**src/rtl/control_pipe_unit.sv**
```systemverilog
// RV32IM ID/EX control stage: decodes IF/ID through control_unit and registers the bundle.
// Also handles flush/hazard bubbles and the multi-cycle M-extension EX occupancy.

module control_unit (
  input  logic [31:0] INSTRUCTION,
  output logic        OP1_SEL,
  output logic        OP2_SEL,
  output logic        REG_WRITE_EN,
  output logic [3:0]  IMM_SEL,
  output logic [3:0]  BR_SEL,
  output logic [4:0]  ALU_OP,
  output logic [2:0]  MEM_WRITE,
  output logic [3:0]  MEM_READ,
  output logic [1:0]  REG_WRITE_SEL
);
  localparam logic [6:0] OPC_OP     = 7'b0110011;
  localparam logic [6:0] OPC_OPIMM  = 7'b0010011;
  localparam logic [6:0] OPC_LOAD   = 7'b0000011;
  localparam logic [6:0] OPC_STORE  = 7'b0100011;
  localparam logic [6:0] OPC_BRANCH = 7'b1100011;
  localparam logic [6:0] OPC_JAL    = 7'b1101111;
  localparam logic [6:0] OPC_JALR   = 7'b1100111;
  localparam logic [6:0] OPC_LUI    = 7'b0110111;
  localparam logic [6:0] OPC_AUIPC  = 7'b0010111;

  localparam logic [3:0] IMM_I = 4'd1;
  localparam logic [3:0] IMM_S = 4'd2;
  localparam logic [3:0] IMM_B = 4'd3;
  localparam logic [3:0] IMM_U = 4'd4;
  localparam logic [3:0] IMM_J = 4'd5;

  localparam logic [1:0] RWS_MEM = 2'd1;
  localparam logic [1:0] RWS_PC4 = 2'd2;

  logic [6:0] opcode;
  logic [2:0] funct3;
  logic [6:0] funct7;
  logic       unused_fields;

  assign opcode        = INSTRUCTION[6:0];
  assign funct3        = INSTRUCTION[14:12];
  assign funct7        = INSTRUCTION[31:25];
  assign unused_fields = ^{INSTRUCTION[24:15], INSTRUCTION[11:7]};

  // ALU_OP: {M, alt, funct3}; M ops use 2'b10 prefix, 5'b11111 passes op2 (LUI)
  always_comb begin
    OP1_SEL       = 1'b0;
    OP2_SEL       = 1'b0;
    REG_WRITE_EN  = 1'b0;
    IMM_SEL       = '0;
    BR_SEL        = '0;
    ALU_OP        = '0;
    MEM_WRITE     = '0;
    MEM_READ      = '0;
    REG_WRITE_SEL = '0;
    case (opcode)
      OPC_OP: begin
        REG_WRITE_EN = 1'b1;
        ALU_OP       = (funct7 == 7'b0000001) ? {2'b10, funct3} : {1'b0, INSTRUCTION[30], funct3};
      end
      OPC_OPIMM: begin
        OP2_SEL      = 1'b1;
        REG_WRITE_EN = 1'b1;
        IMM_SEL      = IMM_I;
        ALU_OP       = {1'b0, (funct3 == 3'b101) & INSTRUCTION[30], funct3};
      end
      OPC_LOAD: begin
        OP2_SEL       = 1'b1;
        REG_WRITE_EN  = 1'b1;
        IMM_SEL       = IMM_I;
        MEM_READ      = {1'b1, funct3};
        REG_WRITE_SEL = RWS_MEM;
      end
      OPC_STORE: begin
        OP2_SEL   = 1'b1;
        IMM_SEL   = IMM_S;
        MEM_WRITE = (funct3 == 3'b000) ? 3'b001 : (funct3 == 3'b001) ? 3'b010 : 3'b100;
      end
      OPC_BRANCH: begin
        IMM_SEL = IMM_B;
        BR_SEL  = {1'b1, funct3};
        ALU_OP  = 5'b01000;
      end
      OPC_JAL: begin
        OP1_SEL       = 1'b1;
        OP2_SEL       = 1'b1;
        REG_WRITE_EN  = 1'b1;
        IMM_SEL       = IMM_J;
        BR_SEL        = 4'b0010;
        REG_WRITE_SEL = RWS_PC4;
      end
      OPC_JALR: begin
        OP2_SEL       = 1'b1;
        REG_WRITE_EN  = 1'b1;
        IMM_SEL       = IMM_I;
        BR_SEL        = 4'b0011;
        REG_WRITE_SEL = RWS_PC4;
      end
      OPC_LUI: begin
        OP2_SEL      = 1'b1;
        REG_WRITE_EN = 1'b1;
        IMM_SEL      = IMM_U;
        ALU_OP       = 5'b11111;
      end
      OPC_AUIPC: begin
        OP1_SEL      = 1'b1;
        OP2_SEL      = 1'b1;
        REG_WRITE_EN = 1'b1;
        IMM_SEL      = IMM_U;
      end
      default: ;
    endcase
  end
endmodule

module control_pipe_unit #(
  parameter int unsigned MUL_CYCLES = 2,
  parameter int unsigned DIV_CYCLES = 34,
  parameter int unsigned CNT_W      = $clog2((MUL_CYCLES > DIV_CYCLES) ? MUL_CYCLES : DIV_CYCLES) + 1
) (
  input  logic        CLK,
  input  logic        RESET,
  input  logic [31:0] INSTRUCTION,
  input  logic        INSTR_VALID,
  input  logic        FLUSH,
  input  logic        HAZARD_STALL,
  output logic        OP1_SEL,
  output logic        OP2_SEL,
  output logic        REG_WRITE_EN,
  output logic [3:0]  IMM_SEL,
  output logic [3:0]  BR_SEL,
  output logic [4:0]  ALU_OP,
  output logic [2:0]  MEM_WRITE,
  output logic [3:0]  MEM_READ,
  output logic [1:0]  REG_WRITE_SEL,
  output logic        EX_VALID,
  output logic        MD_START,
  output logic        MD_DONE,
  output logic        STALL_OUT
);
  typedef struct packed {
    logic       op1_sel;
    logic       op2_sel;
    logic       reg_write_en;
    logic [3:0] imm_sel;
    logic [3:0] br_sel;
    logic [4:0] alu_op;
    logic [2:0] mem_write;
    logic [3:0] mem_read;
    logic [1:0] reg_write_sel;
  } bundle_t;

  typedef enum logic {S_IDLE, S_RUN} state_e;

  localparam logic [CNT_W-1:0] MUL_LAST = CNT_W'(MUL_CYCLES - 1);
  localparam logic [CNT_W-1:0] DIV_LAST = CNT_W'(DIV_CYCLES - 1);

  logic       dec_op1_sel, dec_op2_sel, dec_reg_write_en;
  logic [3:0] dec_imm_sel, dec_br_sel, dec_mem_read;
  logic [4:0] dec_alu_op;
  logic [2:0] dec_mem_write;
  logic [1:0] dec_reg_write_sel;

  control_unit u_dec (
    .INSTRUCTION   (INSTRUCTION),
    .OP1_SEL       (dec_op1_sel),
    .OP2_SEL       (dec_op2_sel),
    .REG_WRITE_EN  (dec_reg_write_en),
    .IMM_SEL       (dec_imm_sel),
    .BR_SEL        (dec_br_sel),
    .ALU_OP        (dec_alu_op),
    .MEM_WRITE     (dec_mem_write),
    .MEM_READ      (dec_mem_read),
    .REG_WRITE_SEL (dec_reg_write_sel)
  );

  bundle_t          bundle_q, bundle_d, dec_bundle;
  logic             ex_valid_q, ex_valid_d;
  logic             ex_is_md_q, ex_is_md_d;
  logic             md_start_q, md_start_d;
  logic [CNT_W-1:0] cnt_q, cnt_d;
  state_e           state;
  logic             is_md, stall;

  always_ff @(posedge CLK or negedge RESET) begin
    if (!RESET) begin
      bundle_q   <= '0;
      ex_valid_q <= 1'b0;
      ex_is_md_q <= 1'b0;
      md_start_q <= 1'b0;
      cnt_q      <= '0;
    end else begin
      bundle_q   <= bundle_d;
      ex_valid_q <= ex_valid_d;
      ex_is_md_q <= ex_is_md_d;
      md_start_q <= md_start_d;
      cnt_q      <= cnt_d;
    end
  end

  always_comb begin
    dec_bundle.op1_sel       = dec_op1_sel;
    dec_bundle.op2_sel       = dec_op2_sel;
    dec_bundle.reg_write_en  = dec_reg_write_en;
    dec_bundle.imm_sel       = dec_imm_sel;
    dec_bundle.br_sel        = dec_br_sel;
    dec_bundle.alu_op        = dec_alu_op;
    dec_bundle.mem_write     = dec_mem_write;
    dec_bundle.mem_read      = dec_mem_read;
    dec_bundle.reg_write_sel = dec_reg_write_sel;
  end

  // Occupancy state is implied by the remaining-cycle counter
  always_comb begin
    state = (cnt_q == '0) ? S_IDLE : S_RUN;
    stall = ex_valid_q & ex_is_md_q & (state == S_RUN);
    is_md = (INSTRUCTION[6:0] == 7'b0110011) && (INSTRUCTION[31:25] == 7'b0000001);

    bundle_d   = bundle_q;
    ex_valid_d = ex_valid_q;
    ex_is_md_d = ex_is_md_q;
    cnt_d      = cnt_q;
    md_start_d = 1'b0;

    if (FLUSH) begin
      bundle_d   = '0;
      ex_valid_d = 1'b0;
      ex_is_md_d = 1'b0;
      cnt_d      = '0;
    end else if (stall) begin
      cnt_d = cnt_q - CNT_W'(1);
    end else if (HAZARD_STALL || !INSTR_VALID) begin
      bundle_d   = '0;
      ex_valid_d = 1'b0;
      ex_is_md_d = 1'b0;
      cnt_d      = '0;
    end else begin
      bundle_d   = dec_bundle;
      ex_valid_d = 1'b1;
      ex_is_md_d = is_md;
      cnt_d      = is_md ? (INSTRUCTION[14] ? DIV_LAST : MUL_LAST) : '0;
      md_start_d = is_md;
    end
  end

  assign OP1_SEL       = bundle_q.op1_sel;
  assign OP2_SEL       = bundle_q.op2_sel;
  assign REG_WRITE_EN  = bundle_q.reg_write_en & ~stall;
  assign IMM_SEL       = bundle_q.imm_sel;
  assign BR_SEL        = bundle_q.br_sel;
  assign ALU_OP        = bundle_q.alu_op;
  assign MEM_WRITE     = bundle_q.mem_write & {3{~stall}};
  assign MEM_READ      = bundle_q.mem_read & {4{~stall}};
  assign REG_WRITE_SEL = bundle_q.reg_write_sel;
  assign EX_VALID      = ex_valid_q;
  assign MD_START      = md_start_q;
  assign MD_DONE       = ex_valid_q & ex_is_md_q & (state == S_IDLE);
  assign STALL_OUT     = stall;
endmodule

```
**config.mk**
```make
export PLATFORM = sky130hd
export DESIGN_NAME = control_pipe_unit
export DESIGN_NICKNAME = d
export VERILOG_FILES = /design/src/rtl/control_pipe_unit.sv
export SDC_FILE = /design/constraint.sdc
export NUM_CORES = 1
export LEC_CHECK = 0
export ABC_AREA = 1
export BUFFER_PORTS_ARGS = -buffer_cell sky130_fd_sc_hd__buf_2
export CORE_MARGIN = 2
export CORE_UTILIZATION = 52
export DETAILED_ROUTE_END_ITERATION = 8
export PLACE_DENSITY = 0.87
export SLEW_MARGIN = 20
export SYNTH_ARGS = -nofsm -noshare
export SYNTH_HDL_FRONTEND = slang
export SYNTH_HIERARCHICAL = 1
export SYNTH_SLANG_ARGS = --single-unit
```
**constraint.sdc**
```tcl
create_clock -name CLK -period 1.6 [get_ports CLK]
set_input_delay 0.24 -clock CLK [delete_from_list [all_inputs] [get_ports CLK]]
set_output_delay 0.24 -clock CLK [all_outputs]
set_load 0.05 [all_outputs]
```
==> flow_results.org, run 1 <==
** Run status
- Status :: finished, violations left
- The final reports fail on setup timing.

** GRT
- GRT Overall Usage :: 22.9%
- Total grt overflow :: 0
- Number of global-route vias before repair :: 1937
- Maximum number of pins on one net before global-route repair :: 23
- Antenna violations before repair :: 0
- The first global-routing pass estimated 8.86 mm of wire.

** Route
- Via/cell ratio :: 5.08
- The detailed router finished its first iteration with 146 violations.
- Total met3 wirelength after detailed routing :: 249 µm
- DRT antenna net count :: 0
- Across all layers, the routed design uses 1982 vias.
- Highest metal layer used by the detailed router :: met4
- After detailed routing, the met2 layer carries 2.88 mm of wire.
- Initial DRT Pass Iterations :: 4
- Routed WL per cell :: 14.2 µm
- Post-Route M1 WL :: 2.26 mm
- Wires add up to 5.56 mm.
- Post-route DRC :: 0

** Cells and area
- Final-stage net count :: 378
- Final standard cell utilization of the core :: 70.7%
- From synthesis to final layout, the design area changed by 28.4%.
- Ratio of cells with drive above 1 in the final layout :: 40.6%
- 0 antenna diodes ended up in the layout.

** Yosys
- When the netlist entered floorplanning its net count stood at 326.
- By area the synthesized netlist is led by dfrtp_1, nand2_1, inv_1.
- The cell area that synthesis handed to floorplanning was 2230 µm².
- For this run, the number of Yosys warnings is 6.
- Largest area contributor in the netlist :: dfrtp_1
- Mean instance size in the synthesized netlist :: 7.78 µm²
- Synthesis produced 287 cells.
- Distinct cell type count after synthesis :: 30
- The synthesized design contains 35 register bits.
- Post-synthesis sequential area ratio :: 39.2%
- Summed over its instances, the top area cell type makes up 39.2% of the synthesized netlist area.

** Worst setup path
- In this run the worst path has a maximum fanout of 5.
- Data on the critical path arrives at its endpoint at 1610 ps.
- Critical path required time :: 1360 ps
- The worst setup path is launched from a flop.
- Crit end category :: output pin
- Crit path kind :: flop to output pin

** Die
- Starting Density :: 55.0%
- Total number of placement rows :: 23
- The core region is 4060 µm².
- The die covers 4840 µm².
- # IOs :: 66
- The die is 69.5 µm tall.
- Measured along the x axis, the die boundary spans 69.5 µm.

** Worst hold path
- In this run the worst hold path is classified as primary input to flop.

** Placed design
- Port buffering added 50 buffers.
- Detailed Place HPWL :: 3.54 mm
- The congestion estimate from routability-driven global placement came to 0.820.

** STA
- Setup TNS Final :: -3580 ps
- Setup violations remaining at the end of the flow were counted as 37.
- For this run, the top clock speed supported by timing is 0.542 GHz.
- Final critical-path share of the clock period :: 115%
- Setup slack on the critical path of the routed design comes to -246 ps.
- The final count of hold timing violations came to 0.
- Final Max Slew Viols :: 0
- On the final layout, the worst clock skew is 7.89 ps.
- For the finished layout, the period the worst path requires is 1850 ps.
- RSZ-0062 raised after global routing :: true

** Clock tree
- TritonCTS built the clock tree.
- Clock transition at the register clock pins on the worst setup and hold paths after CTS :: 70 ps
- CTS built an H-tree with a depth of 2.
- Counting every sink on the clock net gives 35.
- Clock latency on the worst-skew pair, taken at its later pin, is 290 ps.
- Bufs on Longest Clock Path :: 2
- In this run the clock root is driven by a clkbuf_8.
- Clock tree synthesis inserted a total of 5 buffers.

** Pwr
- For this design the static power due to leakage is 0.00147 µW.
- Worst supply voltage drop on vdd :: 0.000411 V
- In this run the power spent charging and discharging nets is 443 µW.
- The internal power of the cells totals 1250 µW.
- Sequential Power Share :: 52.7%
- Total power :: 1690 µW
- Switching Share :: 26.2%
- Combinational fraction of design power :: 10.4%
- In this run the power density over the cells is 589 nW/µm².
- Of the total power, the clock network draws 37.0%.

** Run
- # Max-Cap Violations :: 0
power by group through the flow:
stage	Combinational, µW	Clock (µW)	Sequential, µW
6_report	175	624	889
5_1_grt	195	670	889
4_1_cts	165	628	889
3_5_place_dp	161	0	906
3_3_place_gp	159	0	905
2_1_floorplan	83.3	0	910
logic make-up (layout without fill, tap and decap cells):
kind of cell,after synthesis,in the layout,share of synthesized area (%)
fa+ha+maj,2,2,1.12
flops,35,35,39.2
buf+inv,75,124,16.5
xor+xnor,4,4,1.57
simple gates,135,139,31.2
other cells,1,1,0.168
compound gates,35,35,10.2
cells in the final DEF, fill, tap and decap left out, drive strengths merged:
cell type | netlist | routed
buf | 21 | 60
nor2 | 53 | 56
inv | 54 | 55
nand2 | 52 | 52
dfrtp | 35 | 35
o21ai | 32 | 32
nand3 | 16 | 17
nand4 | 9 | 9
clkbuf | 0 | 7
a21oi | 3 | 3
nor3 | 2 | 2
xor2 | 2 | 2
xnor2 | 2 | 2
ha | 2 | 2
or2 | 1 | 1
nand3b | 1 | 1
clkinv | 0 | 1
dlygate4sd3 | 0 | 1
nor4 | 1 | 1
conb | 1 | 1
what timing repair did:
item | 4_1_cts | 5_1_grt
gates resized for setup | 39 | 29
endpoints found under the hold margin | 13 | 0
cloned | 1 | 4
setup endpoints to repair | 10 | 44
hold buffers | 1 | 0
buffers inserted | 3 | 3
pin swaps | 5 | 7
final timing paths:
check                           startpoint            to  cells past startpoint  slack (ps)
max                               cnt_q[0]  MEM_WRITE[0]                      9        -250
min                        INSTRUCTION[14]      cnt_q[5]                      3         250
max reg2reg                       cnt_q[1]      cnt_q[5]                     12        -110
min reg2reg                     IMM_SEL[3]    IMM_SEL[3]                      2         480
max in group asynchronous            RESET      EX_VALID                      3         780
min in group asynchronous            RESET       OP1_SEL                      2         380
cell type report:
type	count	area [µm²]
Clock buffer	7	76.3
Clock inverter	1	5.00
Fill cell	276	1190
Inverter	54	215
Multi-Input combinational cell	181	1160
Sequential cell	35	877
Tap cell	50	62.6
Timing Repair Buffer	61	460
Timing Repair inverter	1	11.3
critical path, cell delays in order, from the launching register on:
cell	delay (ps)
dfrtp_1	400
inv_2	90
ha_4	130
inv_2	40
nor2_4	90
nand3_4	100
nand2_8	130
inv_8	60
nor2_4	120
buf_8	150
synthesized netlist by cell type:
master and instances:
nand2_2 1, nand3_1 12, nor4_1 1, nand2_1 48, nor2_2 4, nand3_4 2, or2_2 1, nand3b_2 1
buf_2 1, o21ai_0 15, conb_1 1, nand2_8 1, nor2_8 1, ha_1 2, dfrtp_1 35, nor2_4 5
o21ai_2 14, o21ai_1 3, nor3_1 2, inv_2 7, inv_1 47, nand3_2 2, xor2_1 2, a21oi_1 3
buf_4 17, nor2_1 43, nand4_1 9, xnor2_1 2, buf_6 3, nand2_4 2
metal layers:
layer	track usage [%]	up-vias
met2	39.2	62
li1	-	977
met3	4.65	15
met1	28.9	928
met4	7.84	0
met5	0	-
per-stage QoR:
stage / area (µm²) / hold slack (ps) / instances / setup WS [ps]
4_1_cts: 2720 / 251 / 384 / -240
3_5_place_dp: 2500 / 171 / 371 / -45.2
6_report: 2870 / 247 / 390 / -246
2_1_floorplan: 2300 / -55.6 / 287 / -5.28
3_3_place_gp: 2500 / 165 / 371 / -5.16
5_1_grt: 2870 / 248 / 390 / -319
state kept, by name (all words and copies together), names as in the netlist, 2 cells and up:
signal and cells:
BR_SEL 4, bundle_q 8, ALU_OP 5, cnt_q 7, REG_WRITE_SEL 2, IMM_SEL 4
(Power assumes the default switching activity.)
==> run 2: changes to the inputs <==
- CORE_UTILIZATION: 52 -> 35
- PLACE_DENSITY: 0.87 -> 0.65
==> flow_results.org, run 2 (synthesis gave the netlist of run 1 again) <==
** Run status
- Status :: finished, violations left
- Violated checks :: hold timing, setup timing

** Clock tree
- Clock tree synthesis selected as its root buffer the cell clkbuf_8.
- TritonCTS built the clock tree.
- The number of sinks handled by clock tree synthesis was 35 (unchanged).
- The clock transition at the registers of the reported paths came to 70 ps (about the same).
- Hold buffers post-CTS :: 0 (-1)
- The maximum count of clock buffers along a single path came to 2 (unchanged).
- The total CTS buffers was 5 (unchanged).
- The H-tree depth reported by CTS is 2 (unchanged).
- Clock latency on the worst-skew pair :: 280 ps (about the same)

** Pwr
- The areal power density over the cells is 568 nW/µm² (-3.5%).
- The power consumption came to 1640 µW (-2.7%).
- Leakage power figure :: 0.00147 µW (-0.56%)
- The maximum resistive drop on vdd was 0.000341 V (-17%).

** Worst setup path
- The peak fanout along the critical path was 5 (unchanged).
- Crit Reg-Reg Endpoint :: BR_SEL[1]
- Crit end category :: output pin
- STA classifies the critical path startpoint as a flop.
- Critical path required time :: 1360 ps (about the same)
- Arrival time at the worst endpoint :: 1540 ps (-70 ps)
- Number of cell instances on the worst register-to-register path :: 11 (-1)
- The worst register-to-register path begins at cnt_q[0].
- Crit path kind :: flop to output pin
- The setup slack of the worst register-to-register path is -100 ps (about the same).

** Die
- Floorplan die width :: 83.9 µm (+21%)
- The I/O pin count is 66 (unchanged).
- The core area is 6280 µm² (+55%).
- The number of cell rows was 29 (+26%).
- The effective utilization at floorplan came to 35.6% (-19 points).
- DIE HEIGHT :: 83.9 µm (+21%)
- Die Area :: 7040 µm² (+46%)

** Cells and area
- Most frequent standard cell in the layout excluding fill and tap cells :: inv_1
- Layout Area Growth over Synthesis :: 29.5%
- Area taken by flip-flops and latches :: 877 µm² (unchanged)
- The layout net count is 381 (+0.79%).
- The antenna diode count is 0 (unchanged).
- Top library cells by usage in the layout, fill and taps aside :: inv_1, buf_2, nand2_1, dfrtp_1, nor2_1
- The multi-input combinational cell area is 1150 µm² (-0.43%).
- Number of inserted filler cells in the final layout :: 634 (+130%)
- Largest register by flop count :: bundle_q
- The flip-flop count of the largest register, all copies and words added was 8 (unchanged).
- Ratio of cells with drive above 1 in the final layout :: 41.2% (+0.64 points)

** STA
- The number of setup violations in the final report was 32 (-14%).
- Final critical-path share of the clock period :: 112% (-3.8 points)
- Number of endpoints with negative hold slack in the final report :: 35 (+35)
- Setup repair after global routing could not meet its margin everywhere.
- Maximum achievable frequency :: 0.560 GHz (+3.4%)
- The number of max-slew violations in the final report is 0 (unchanged).
- Final clock skew :: 4.85 ps (-3.04 ps)
- The least setup slack across all paths after layout was -184 ps (+61.5 ps).
- The clock period minus worst slack was 1780 ps (-61.5 ps).
- The minimum hold slack is -12.7 ps (-260 ps).

** Route
- Sum of routed wire length over all layers :: 5.15 mm (-7.3%)
- The number of detailed-route iterations in the first pass is 4 (unchanged).
- The post-route antenna net violation count was 0 (unchanged).
- The mean routed wirelength per cell came to 12.3 µm (-14%).
- Initial detailed-routing violation count :: 92 (-37%)
- The count of vias placed by the detailed router was 1935 (-2.4%).
- Post-route DRC :: 0 (unchanged)
- Via/cell ratio :: 4.62 (-9.1%)

** Placed design
- The total of buffers placed on input and output ports is 50 (unchanged).
- The post-DP HPWL came to 3.69 mm (+4.0%).
- Final GP Congestion :: 0.881 (+7.4%)

** GRT
- The global-route wire length before repair is 8.42 mm (-4.9%).
- The total congestion overflow was 0 (unchanged).
- Maximum number of pins on one net before global-route repair :: 36 (+57%)
- The number of antenna violations at the first check in global routing came to 0 (unchanged).
- The all-layer global routing usage came to 14.7% (-8.3 points).
- Number of global-route vias before repair :: 1898 (-2.0%)

** Worst hold path
- Path type of the worst min-delay path :: primary input to asynchronous set/reset pin

** Run
- # Max-Cap Violations :: 0 (unchanged)
[run 2: changes by cell type in the layout (fill, tap and decap cells not counted)]
cell           before  now
clkbuf_16           0    1
o21ai_1            15   12
buf_4               5   10
buf_6               6    8
buf_12              2    1
buf_8               7    3
dlygate4sd3_1       1    0
buf_2              40   41
nand2_2             9   10
o21ai_0             1    4
nand2_4             3    2
clkinv_2            1    0
[run 2: stage by stage]
step	area, µm²	setup TNS, ps	cells	util [%]	setup slack [ps]
after floorplan	2300	-5.28	287	-	-5.28
after global placement	2530	-3.70	399	40.3	-3.70
after detailed placement	2530	-68.7	399	40.3	-32.2
after CTS	2720	-2970	410	43.3	-232
after global routing	2890	-6940	419	46.1	-282
final	2890	-3180	419	46.1	-184
[run 2: worst max-delay path: stages, from the launching register on]
cell and delay (ps):
dfrtp_1 400, inv_2 90, ha_4 130, inv_2 40, nor2_4 90, nand3_4 100, nand2_8 130, inv_8 60
nor2_4 90, buf_8 150
[run 2: worst max path at each step]
stage / start / end / slack, ps / depth (start not counted)
after global routing: cnt_q[0] / MEM_READ[0] / -280 / 9
after detailed placement: cnt_q[1] / MEM_READ[1] / -30 / 9
final: cnt_q[0] / MEM_READ[0] / -180 / 9
after floorplan: cnt_q[0] / MEM_READ[1] / -5 / 8
after CTS: cnt_q[0] / MEM_READ[0] / -230 / 9
after global placement: cnt_q[0] / MEM_READ[1] / -4 / 9
[run 2: report_power, final]
part,switching [µW],internal [µW]
clock network,285,299
logic,120,49.0
registers,1.47,888
[run 2: final cells by class]
cell class / instances / area share, %
inverters: 54 / 7.44
repair inverters: 1 / 0.389
repair buffers: 64 / 15.9
multi-input cells: 181 / 39.9
well taps: 77 / 3.33
clock buffers: 7 / 2.64
flip-flops and latches: 35 / 30.3
[run 2: layer usage]
metal	GRT usage [%]	vias up	wire, µm
met5	0	-	0
met3	3.07	5	187
li1	-	990	-
met2	23.5	46	2450
met1	19.6	894	2440
met4	5.28	0	68
[run 2: what timing repair did]
item                                    in CTS  in global routing
endpoints found under the setup margin      10                 42
cloned                                       1                  5
pin swaps                                    4                  6
setup buffers                                3                  4
gates resized for setup                     32                 27
==> run 3: changes to the inputs <==
- BUFFER_PORTS_ARGS: -buffer_cell sky130_fd_sc_hd__buf_2 -> -buffer_cell sky130_fd_sc_hd__buf_4
- CTS_CLUSTER_SIZE: default -> 28
- MAX_ROUTING_LAYER: default -> met4
==> flow_results.org, run 3 (synthesis gave the netlist of run 1 again) <==
** Placed design
- The instance count after placement with tap cells included is 396 (-0.75%).
- The total of buffers placed on input and output ports was 50 (unchanged).
- Final GP Congestion :: 0.924 (+4.9%)
- The post-DP HPWL came to 3.61 mm (-2.0%).

** Route
- The number of detailed-route iterations in the first pass came to 4 (unchanged).
- The post-route antenna net violation count came to 0 (unchanged).
- Via/cell ratio :: 4.60 (-0.49%)
- Post-route DRC :: 0 (unchanged)
- Total via count in the routed design :: 1921 (-0.72%)
- The mean routed wirelength per cell is 12.1 µm (-1.4%).
- The total detailed-routing wirelength was 5.07 mm (-1.6%).
- Initial detailed-routing violation count :: 53 (-42%)

** GRT
- First-pass GRT wire length :: 8.47 mm (+0.50%)
- The number of global-route vias before repair came to 1883 (-0.79%).
- Maximum number of pins on one net before global-route repair :: 36 (unchanged)
- Total grt overflow :: 0 (unchanged)
- Antenna violations before repair :: 0 (unchanged)
- The all-layer global routing usage is 15.4% (+0.70 points).
- The met1 capacity usage during global routing is 19.9% (+0.30 points).
- Layer with the highest usage :: met2
- Met3 Use GR :: 3.17% (+0.099 points)
- The met2 usage in global routing was 23.4% (-0.073 points).

** Clock tree
- Number of buffers added by the clock tree synthesis step :: 5 (unchanged)
- Bufs on Longest Clock Path :: 2 (unchanged)
- The H-tree depth reported by CTS is 2 (unchanged).
- The clock latency on the worst-skew pair came to 280 ps (about the same).
- The clock transition at the registers of the reported paths was 70 ps (about the same).
- The number of sinks handled by clock tree synthesis came to 35 (unchanged).
- TritonCTS built the clock tree.
- In this run the clock root is driven by a clkbuf_8.

** Cells and area
- The library cell used most frequently in the layout, excluding fill and tap cells, is buf_4.
- The antenna diode count came to 0 (unchanged).
- The flip-flop count of the largest register, all copies and words added came to 8 (unchanged).
- Top library cells by usage in the layout, fill and taps aside :: buf_4, nand2_1, inv_1, dfrtp_1, nor2_1
- Ratio of cells with drive above 1 in the final layout :: 38.4% (-2.8 points)
- Compared with the post-synthesis result, the final layout area differs by 33.8%.
- The final cell count without fillers was 418 (-0.24%).
- The utilization after layout was 47.6% (+1.6 points).
- More flip-flops sit in one register than any other, and that register is bundle_q.
- Number of inserted filler cells in the final layout :: 619 (-2.4%)
- The layout net count is 379 (-0.52%).

** Run
- # Max-Cap Violations :: 0 (unchanged)

** Run status
- The run finished, with violations left.
- Violated checks :: setup timing

** STA
- Number of endpoints with negative hold slack in the final report :: 0 (-100%)
- The highest achievable clock rate was 0.560 GHz (-0.12%).
- Final critical-path share of the clock period :: 112% (+0.14 points)
- The setup TNS after final layout is -1800 ps (+1380 ps).
- The number of max-slew violations in the final report is 0 (unchanged).
- Final WS setup :: -187 ps (-2.18 ps)
- Min Tclk post-route :: 1790 ps (+2.19 ps)
- Final clock skew :: 3.45 ps (-1.40 ps)
- RSZ-0062 raised after global routing :: true
- Final setup fails :: 28 (-13%)

** Worst setup path
- The buffers plus inverters on the worst setup path came to 4 (unchanged).
- Series of cell instances along the critical path :: inv_2, ha_4, inv_2, nor2_4, nand3_4, nand2_8, inv_8, nor2_4, buf_8
- The setup slack of the worst register-to-register path is -30 ps (+70 ps).
- The endpoint identified for the worst register-to-register timing path is bundle_q[4].
- Tracing the worst setup path back leads to its startpoint at cnt_q[1].
- The worst reg-to-reg path cell count came to 11 (unchanged).
- The worst setup path is launched from a flop.
- Critical path required time :: 1360 ps (about the same)
- Following the worst setup path forward leads to its endpoint at MEM_READ[0].
- The cell family contributing the most delay on the critical path is simple AND/OR/NAND/NOR gates.
- Crit Path Max Fanout :: 5 (unchanged)
- The worst setup path is of the flop to output pin kind.
- The slowest stage of the critical path is the dfrtp_1 cell.
- Number of cells on the critical path :: 9 (unchanged)
- Crit end category :: output pin
- The worst register-to-register path begins at cnt_q[1].
- The worst path arrival time is 1550 ps (about the same).
- The delay of the slowest cell on the worst path was 390 ps (about the same).

** Die
- The effective utilization at floorplan was 35.6% (unchanged).
- # IOs :: 66 (unchanged)
- The width of the chip was 83.9 µm (unchanged).
- DIE HEIGHT :: 83.9 µm (unchanged)
- Placeable Area :: 6280 µm² (unchanged)
- Die Area :: 7040 µm² (unchanged)
- Total number of placement rows :: 29 (unchanged)

** Pwr
- The static power due to leakage was 0.00149 µW (+1.3%).
- The maximum resistive drop on vdd was 0.000300 V (-12%).
- The areal power density over the cells came to 591 nW/µm² (+4.0%).

** Worst hold path
- In this run the worst hold path is classified as primary input to flop.
[run 3: cell count changes in the layout (fill, tap and decap cells not counted), sizes merged]
cell,before,now
nor2,56,54
clkbuf,8,9
dlygate4sd3,0,1
buf,63,62
[run 3: final cells by class]
| cell class | count | area (µm²) | share of cell area, % |
|---|---|---|---|
| clock buffers | 8 | 100 | 3.35 |
| inverters | 54 | 215 | 7.20 |
| repair inverters | 1 | 11.3 | 0.377 |
| multi-input cells | 179 | 1120 | 37.5 |
| repair buffers | 64 | 569 | 19.0 |
| well taps | 77 | 96.3 | 3.22 |
| flip-flops and latches | 35 | 877 | 29.3 |
[run 3: how the worst min path moves through the flow]
stage | startpoint | to | slack (ps) | cells after the start
2_1_floorplan | RESET | ALU_OP[0] | -60 | 0
3_3_place_gp | RESET | OP2_SEL | 220 | 1
3_5_place_dp | RESET | OP2_SEL | 220 | 1
4_1_cts | INSTRUCTION[14] | cnt_q[5] | 230 | 3
5_1_grt | INSTRUCTION[14] | cnt_q[5] | 240 | 3
6_report | INSTRUCTION[14] | cnt_q[5] | 240 | 3
[run 3: layer usage]
metal | wire (µm) | share of wire (%) | up-vias
li1 | - | - | 989
met1 | 2340 | 46 | 875
met2 | 2410 | 47 | 48
met3 | 220 | 4.3 | 9
met4 | 100 | 2.0 | 0
met5 | 0 | 0 | -
[run 3: what timing repair did]
item,4_1_cts,5_1_grt
endpoints found under the setup margin,10,44
gates cloned,1,3
pin swaps,1,7
hold buffers,1,0
hold endpoints to repair,35,0
resized for setup,21,23
setup buffers,8,3
[run 3: worst reg2reg max path, cell delays in order, from the launching register on]
cell and delay (ps):
dfrtp_1 390, inv_2 90, ha_4 130, inv_2 40
nor2_4 80, nand3_4 100, nand2_8 130, buf_4 140
buf_12 140, clkbuf_16 150, nand4_1 70, o21ai_1 100
[run 3: through the flow]
stage,hold slack [ps],power [µW],setup slack [ps],instance area (µm²)
finish,241,1770,-187,2990
global route,241,1840,-294,2990
CTS,233,1790,-198,2880
detailed placement,221,1080,11.8,2630
global placement,217,1080,27.4,2630
floorplan,-55.6,993,-5.28,2300
[run 3: power by group]
part | internal, µW | switching [µW] | leakage, µW
logic | 64.4 | 118 | 0.000947
registers | 887 | 1.44 | 0.000487
clock network | 393 | 303 | 0.0000515
total | 1340 | 422 | 0.00149
